--- src/rtl/regfile_access_ctrl_if.sv ---
// Issue / operand / writeback / register-file port bundle for regfile_access_ctrl.
// slave  : the access controller's view.
// master : the surrounding pipeline and register file (testbench) view.
interface regfile_access_ctrl_if;
   logic        iss_valid;
   logic        iss_ready;
   logic [3:0]  iss_rs1;
   logic [3:0]  iss_rs2;

   logic        op_valid;
   logic        op_ready;
   logic [15:0] op_a;
   logic [15:0] op_b;

   logic        wb_valid;
   logic        wb_ready;
   logic [3:0]  wb_rd;
   logic [15:0] wb_data;

   logic [3:0]  rf_rwa1;
   logic [3:0]  rf_ra2;
   logic [15:0] rf_rd1;
   logic [15:0] rf_rd2;
   logic        rf_we;
   logic [15:0] rf_wd;

   modport slave (
      input  iss_valid, iss_rs1, iss_rs2, op_ready, wb_valid, wb_rd, wb_data, rf_rd1, rf_rd2,
      output iss_ready, op_valid, op_a, op_b, wb_ready, rf_rwa1, rf_ra2, rf_we, rf_wd
   );

   modport master (
      output iss_valid, iss_rs1, iss_rs2, op_ready, wb_valid, wb_rd, wb_data, rf_rd1, rf_rd2,
      input  iss_ready, op_valid, op_a, op_b, wb_ready, rf_rwa1, rf_ra2, rf_we, rf_wd
   );
endinterface

--- src/rtl/regfile_access_ctrl.sv ---
// Register-file access arbiter. Read port 1 and the write port share one
// address, so every cycle is either a READ (operand fetch) or a WRITE (drain
// the one-entry writeback buffer). Writes win by default; after STREAK_MAX
// consecutive writes a waiting issue is forced through, with the still
// buffered write bypassed into the operands.
module regfile_access_ctrl #(
   parameter int STREAK_MAX = 2
) (
   input logic                  clk,
   input logic                  rst,
   regfile_access_ctrl_if.slave bus
);
   localparam logic [1:0] STREAK_LIM = 2'(STREAK_MAX);

   typedef enum logic {
      CYC_READ  = 1'b0,
      CYC_WRITE = 1'b1
   } cyc_t;

   cyc_t        cyc;
   logic        out_space;
   logic        is_write;
   logic        iss_acc;
   logic        wb_acc;

   logic        wbuf_v;
   logic [3:0]  wbuf_rd;
   logic [15:0] wbuf_data;
   logic [1:0]  streak;

   logic        op_valid_q;
   logic [15:0] op_a_q;
   logic [15:0] op_b_q;

   logic        byp_v;
   logic [3:0]  byp_rd;
   logic [15:0] byp_data;
   logic [15:0] opnd_a;
   logic [15:0] opnd_b;

   // Cycle type: drain the buffer unless the streak limit lets a ready issue through.
   always_comb begin
      out_space = !op_valid_q || bus.op_ready;
      cyc       = CYC_READ;
      if (wbuf_v && !((streak >= STREAK_LIM) && bus.iss_valid && out_space))
         cyc = CYC_WRITE;
   end

   assign is_write    = (cyc == CYC_WRITE);
   assign bus.rf_we   = is_write;
   assign bus.rf_rwa1 = is_write ? wbuf_rd : bus.iss_rs1;
   assign bus.rf_ra2  = bus.iss_rs2;
   assign bus.rf_wd   = wbuf_data;
   assign bus.iss_ready = !is_write && out_space;
   assign bus.wb_ready  = !wbuf_v || is_write;
   assign bus.op_valid  = op_valid_q;
   assign bus.op_a      = op_a_q;
   assign bus.op_b      = op_b_q;

   assign iss_acc = bus.iss_valid && bus.iss_ready;
   assign wb_acc  = bus.wb_valid && bus.wb_ready;

   // Operand bypass: the buffered write is newest; otherwise a writeback landing this cycle.
   always_comb begin
      byp_v    = 1'b0;
      byp_rd   = 4'd0;
      byp_data = 16'd0;
      if (wbuf_v) begin
         byp_v    = 1'b1;
         byp_rd   = wbuf_rd;
         byp_data = wbuf_data;
      end else if (wb_acc) begin
         byp_v    = 1'b1;
         byp_rd   = bus.wb_rd;
         byp_data = bus.wb_data;
      end
      opnd_a = (byp_v && (byp_rd == bus.iss_rs1)) ? byp_data : bus.rf_rd1;
      opnd_b = (byp_v && (byp_rd == bus.iss_rs2)) ? byp_data : bus.rf_rd2;
   end

   // Write buffer: refill on accepted writeback, empty once drained.
   always_ff @(posedge clk or negedge rst) begin
      if (!rst) begin
         wbuf_v    <= 1'b0;
         wbuf_rd   <= 4'd0;
         wbuf_data <= 16'd0;
      end else if (wb_acc) begin
         wbuf_v    <= 1'b1;
         wbuf_rd   <= bus.wb_rd;
         wbuf_data <= bus.wb_data;
      end else if (is_write) begin
         wbuf_v    <= 1'b0;
      end
   end

   // Write streak: counts back-to-back WRITE cycles, saturating, reset by any READ.
   always_ff @(posedge clk or negedge rst) begin
      if (!rst)
         streak <= 2'd0;
      else if (is_write)
         streak <= (streak == 2'd3) ? 2'd3 : streak + 2'd1;
      else
         streak <= 2'd0;
   end

   // Operand register: load on issue accept, drop when consumed.
   always_ff @(posedge clk or negedge rst) begin
      if (!rst) begin
         op_valid_q <= 1'b0;
         op_a_q     <= 16'd0;
         op_b_q     <= 16'd0;
      end else if (iss_acc) begin
         op_valid_q <= 1'b1;
         op_a_q     <= opnd_a;
         op_b_q     <= opnd_b;
      end else if (bus.op_ready) begin
         op_valid_q <= 1'b0;
      end
   end
endmodule

--- src/flat_wrapper.sv ---
// flat-port wrapper written by rule: the top's interface ports become plain ports
module regfile_access_ctrl_flat 
#(
   parameter int STREAK_MAX = 2
)
  (clk, rst, bus_iss_valid, bus_iss_rs1, bus_iss_rs2, bus_op_ready, bus_wb_valid, bus_wb_rd, bus_wb_data, bus_rf_rd1, bus_rf_rd2, bus_iss_ready, bus_op_valid, bus_op_a, bus_op_b, bus_wb_ready, bus_rf_rwa1, bus_rf_ra2, bus_rf_we, bus_rf_wd);
  regfile_access_ctrl_if bus_i ();
  input logic clk;
  input logic rst;
  input wire logic [$bits(bus_i.iss_valid)-1:0] bus_iss_valid;
  input wire logic [$bits(bus_i.iss_rs1)-1:0] bus_iss_rs1;
  input wire logic [$bits(bus_i.iss_rs2)-1:0] bus_iss_rs2;
  input wire logic [$bits(bus_i.op_ready)-1:0] bus_op_ready;
  input wire logic [$bits(bus_i.wb_valid)-1:0] bus_wb_valid;
  input wire logic [$bits(bus_i.wb_rd)-1:0] bus_wb_rd;
  input wire logic [$bits(bus_i.wb_data)-1:0] bus_wb_data;
  input wire logic [$bits(bus_i.rf_rd1)-1:0] bus_rf_rd1;
  input wire logic [$bits(bus_i.rf_rd2)-1:0] bus_rf_rd2;
  output wire logic [$bits(bus_i.iss_ready)-1:0] bus_iss_ready;
  output wire logic [$bits(bus_i.op_valid)-1:0] bus_op_valid;
  output wire logic [$bits(bus_i.op_a)-1:0] bus_op_a;
  output wire logic [$bits(bus_i.op_b)-1:0] bus_op_b;
  output wire logic [$bits(bus_i.wb_ready)-1:0] bus_wb_ready;
  output wire logic [$bits(bus_i.rf_rwa1)-1:0] bus_rf_rwa1;
  output wire logic [$bits(bus_i.rf_ra2)-1:0] bus_rf_ra2;
  output wire logic [$bits(bus_i.rf_we)-1:0] bus_rf_we;
  output wire logic [$bits(bus_i.rf_wd)-1:0] bus_rf_wd;
  assign bus_i.iss_valid = bus_iss_valid;
  assign bus_i.iss_rs1 = bus_iss_rs1;
  assign bus_i.iss_rs2 = bus_iss_rs2;
  assign bus_i.op_ready = bus_op_ready;
  assign bus_i.wb_valid = bus_wb_valid;
  assign bus_i.wb_rd = bus_wb_rd;
  assign bus_i.wb_data = bus_wb_data;
  assign bus_i.rf_rd1 = bus_rf_rd1;
  assign bus_i.rf_rd2 = bus_rf_rd2;
  assign bus_iss_ready = bus_i.iss_ready;
  assign bus_op_valid = bus_i.op_valid;
  assign bus_op_a = bus_i.op_a;
  assign bus_op_b = bus_i.op_b;
  assign bus_wb_ready = bus_i.wb_ready;
  assign bus_rf_rwa1 = bus_i.rf_rwa1;
  assign bus_rf_ra2 = bus_i.rf_ra2;
  assign bus_rf_we = bus_i.rf_we;
  assign bus_rf_wd = bus_i.rf_wd;
  regfile_access_ctrl #(.STREAK_MAX(STREAK_MAX)) u_core (.clk(clk), .rst(rst), .bus(bus_i));
endmodule
--- config.mk ---
export PLATFORM = sky130hd
export DESIGN_NAME = regfile_access_ctrl_flat
export DESIGN_NICKNAME = d
export VERILOG_FILES = /design/src/rtl/regfile_access_ctrl_if.sv /design/src/rtl/regfile_access_ctrl.sv /design/src/flat_wrapper.sv
export SDC_FILE = /design/constraint.sdc
export NUM_CORES = 1
export LEC_CHECK = 0
export BUFFER_PORTS_ARGS = -buffer_cell sky130_fd_sc_hd__buf_4
export CAP_MARGIN = 20
export CORE_MARGIN = 2
export CORE_UTILIZATION = 45
export CTS_BUF_LIST = sky130_fd_sc_hd__clkbuf_2 sky130_fd_sc_hd__clkbuf_4 sky130_fd_sc_hd__clkbuf_8
export CTS_CLUSTER_DIAMETER = 50
export DETAILED_ROUTE_END_ITERATION = 8
export MAX_ROUTING_LAYER = met4
export PLACE_DENSITY = 0.88
export SYNTH_ARGS = -nofsm -noshare
export SYNTH_HDL_FRONTEND = slang
export SYNTH_SLANG_ARGS = --single-unit
--- constraint.sdc ---
create_clock -name clk -period 4.9 [get_ports clk]
set_clock_uncertainty 0.1 [all_clocks]
set_input_delay 0.735 -clock clk [delete_from_list [all_inputs] [get_ports clk]]
set_output_delay 0.735 -clock clk [all_outputs]
set_load 0.02 [all_outputs]
==> results.cfg <==
[outcome]
run_status = completed

[worst_setup_path]
cpMaxStageDelayCell = dfrtp_1
critPathLaunchType = register
path_cells = inv_1, a31oi_1, mux2_2, buf_4
path_max_fanout = 28
crit_path_max_incr_delay_ps = 980
cp_data_required_time_ps = 4070
cp_top_family = flip-flops
endpoint_kind = output port
crit_type = register to output port
cp.arrival_ps = 2550
worst-path-buf-inv = 2

[power_and_ir_drop]
cellLeakagePower_uw = 0.00180
powerDensity_mw_per_mm2 = 395
vdd_ir_drop_max_mv = 0.234

[yosys]
synth_area_mm2 = 0.00281
synth_compound_area_share_pct = 19.2
synth.yosys.seq_area_share_pct = 50.0
synth_top_family_by_area = compound AO/OA/AOI/OAI gates
synthMuxAreaShare_pct = 9.63
syn_avg_cell_area_um2 = 11.8
synthSimpleGateAreaFrac_pct = 13.4
ys_ff_latch = 56
syn-num-nets = 302
synthCells = 237
yosys_warnings = 0
synth.lib_cells_used.distinct = 28
synth-xor-area-share_pct = 3.12
synthAdderAreaFrac_pct = 0

[layout]
multi_input_area_mm2 = 0.00127
ff_latch_area_mm2 = 0.00140
nFillCells = 475
area_growth_syn_to_layout_pct = 35.8
fin_util_pct = 64.0
drive_gt1_share_pct = 46.3
design_area_mm2 = 0.00381
antenna_cells = 0
fin_nets = 414

[detailed_routing]
drtIter0Drc = 186
via_per_inst = 5.63
drt-wirelength-per-cell_um = 18.3
drt_first_pass_iters = 4
drcViolationCount = 0
vias = 2394
ant_nets = 0
drt-total-wl_um = 7780

[floorplanning]
start_util_pct = 47.1
die_h_um = 83.0
die_x_um = 83.0
core_mm2 = 0.00596
dieArea_mm2 = 0.00688
rows = 28
pin_count = 125

[sta]
fin_crit_ps = 3380
drv_slew = 0
setup-tns-final_ps = 0
rsz0062_at_grt = false
setup_viol = 0
tightest_slew_ps = 960
finalCritPeriodShare_pct = 69.0
slew_headroom_pct = 36.0
fmax_mhz = 296
hold_viol = 0

[clock_tree]
cts_sinks = 56
postCtsSetupRepairBufs = 0
htreeDepth = 2
insertion_delay_ps = 310
clockRootBuffer = clkbuf_8
clk_pin_slew_worst_paths_ps = 110
cts_buffers = 5
cts_tree = built
holdBufCountCts = 0
cts_buffer_depth = 2
cts_resized = 0

[placed_design]
io_buffers = 124
dp_hpwl_um = 5890
placed_cell_area_mm2 = 0.00372
gp_congestion = 0.855

[global_route]
grt_use_total_pct = 23.2
overflow = 0
grt_max_degree = 57
grt_pass1_vias = 2441
antenna_found_initial = 0
grt_pass1_wl_um = 12500

[worst_hold_path]
min-delay-path-class = input port to async pin

[run]
cap_violations = 0
## worst reg2reg max path, cell delays in order, from the launching register on
cell and delay [ps]:
dfrtp_1 750, nor2b_2 840, a22oi_2 170, o41a_1 730
a221o_1 440
## layout make-up
class / instances / share of cell area, %
sequential: 56 / 36.8
clock inverter: 3 / 0.657
timing repair buffer: 125 / 24.6
multi-input combinational: 158 / 33.4
clock buffer: 5 / 1.81
tap: 75 / 2.46
inverter: 3 / 0.296
## power by group
part / switching [uW] / internal, uW / leakage, uW
registers: 71.7 / 561 / 0.000678
clock network: 158 / 105 / 0.0000452
logic: 315 / 294 / 0.00108
## cells by family (layout without fill, tap and decap cells)
group,count (synthesis),count (layout)
compound gates,59,59
mux,24,24
simple gates,65,65
xor+xnor,10,10
buf+inv,23,136
flops,56,56
## through the flow
stage          total power [uW]  hold slack, ps  cells  setup WS, ps
4_1_cts                    1510             373    425          1550
5_1_grt                    1580             395    425          1360
3_5_place_dp               1250             360    417          1820
3_3_place_gp               1230             352    417          1870
2_1_floorplan               978             331    237          2000
6_report                   1500             370    425          1520
## path summary, 6_finish.rpt
| check | from | end | slack [ps] | cells past startpoint |
|---|---|---|---|---|
| min | rst | u_core.bus.rf_wd[7]$_DFFE_PN0P_ | 370 | 1 |
| max | u_core.wbuf_v$_DFFE_PN0P_ | bus_rf_rwa1[1] | 1520 | 4 |
| max reg2reg | u_core.wbuf_v$_DFFE_PN0P_ | u_core.bus.op_a[0]$_DFFE_PN0P_ | 1770 | 4 |
| min reg2reg | u_core.streak[0]$_DFF_PN0_ | u_core.streak[0]$_DFF_PN0_ | 370 | 1 |
| max in group asynchronous | rst | u_core.bus.op_b[15]$_DFFE_PN0P_ | 3850 | 1 |
| min in group clk | u_core.streak[0]$_DFF_PN0_ | u_core.streak[0]$_DFF_PN0_ | 370 | 1 |
## sequential cells by signal, indices dropped and copies added (netlist names)
register / cells
u_core.wbuf_rd: 4
u_core.bus.op_valid: 1
u_core.bus.rf_wd: 16
u_core.bus.op_b: 16
u_core.bus.op_a: 16
u_core.streak: 2
u_core.wbuf_v: 1
## layer usage
| layer | global-route usage, % | share of wire [%] | routed length (um) |
|---|---|---|---|
| met5 | - | 0 | 0 |
| met4 | 5.51 | 1.2 | 95 |
| met3 | 3.28 | 5.2 | 406 |
| met2 | 38.8 | 51 | 3930 |
| met1 | 30.1 | 43 | 3340 |
## layout by cell type (no fill, tap or decap)
cell type,netlist,layout
xor2_1,6,6
nor2_1,16,16
buf_4,4,125
and3_1,1,1
nand2b_1,1,1
a21boi_0,1,1
xnor2_1,4,4
mux2_2,24,24
nand4_1,1,1
inv_1,3,3
clkbuf_8,0,5
and2_1,33,33
a22oi_2,1,1
nor4_4,2,2
o21a_1,1,1
o21ai_1,3,3
nand3_1,1,1
dfrtp_1,56,56
o41a_1,2,2
inv_6,0,2
nand2_1,9,9
a31oi_1,1,1
a221o_1,32,32
nor2b_2,1,1
a22oi_1,16,16
a21oi_1,1,1
a22oi_4,1,1
clkinvlp_4,0,1
## cell usage after synthesis
library cell / n / area, um^2
a21boi_0: 1 / 7.51
a21oi_1: 1 / 5.00
a221o_1: 32 / 320
a22oi_1: 16 / 120
a22oi_2: 1 / 12.5
a22oi_4: 1 / 21.3
a31oi_1: 1 / 6.26
and2_1: 33 / 206
and3_1: 1 / 6.26
buf_2: 7 / 35.0
buf_4: 4 / 30.0
buf_6: 3 / 33.8
clkbuf_1: 6 / 22.5
dfrtp_1: 56 / 1400
inv_1: 3 / 11.3
mux2_2: 24 / 270
nand2_1: 9 / 33.8
nand2b_1: 1 / 6.26
nand3_1: 1 / 5.00
nand4_1: 1 / 6.26
nor2_1: 16 / 60.1
nor2b_2: 1 / 8.76
nor4_4: 2 / 42.5
o21a_1: 1 / 7.51
o21ai_1: 3 / 15.0
o41a_1: 2 / 22.5
xnor2_1: 4 / 35.0
xor2_1: 6 / 52.6
(Power assumes the default switching activity.)
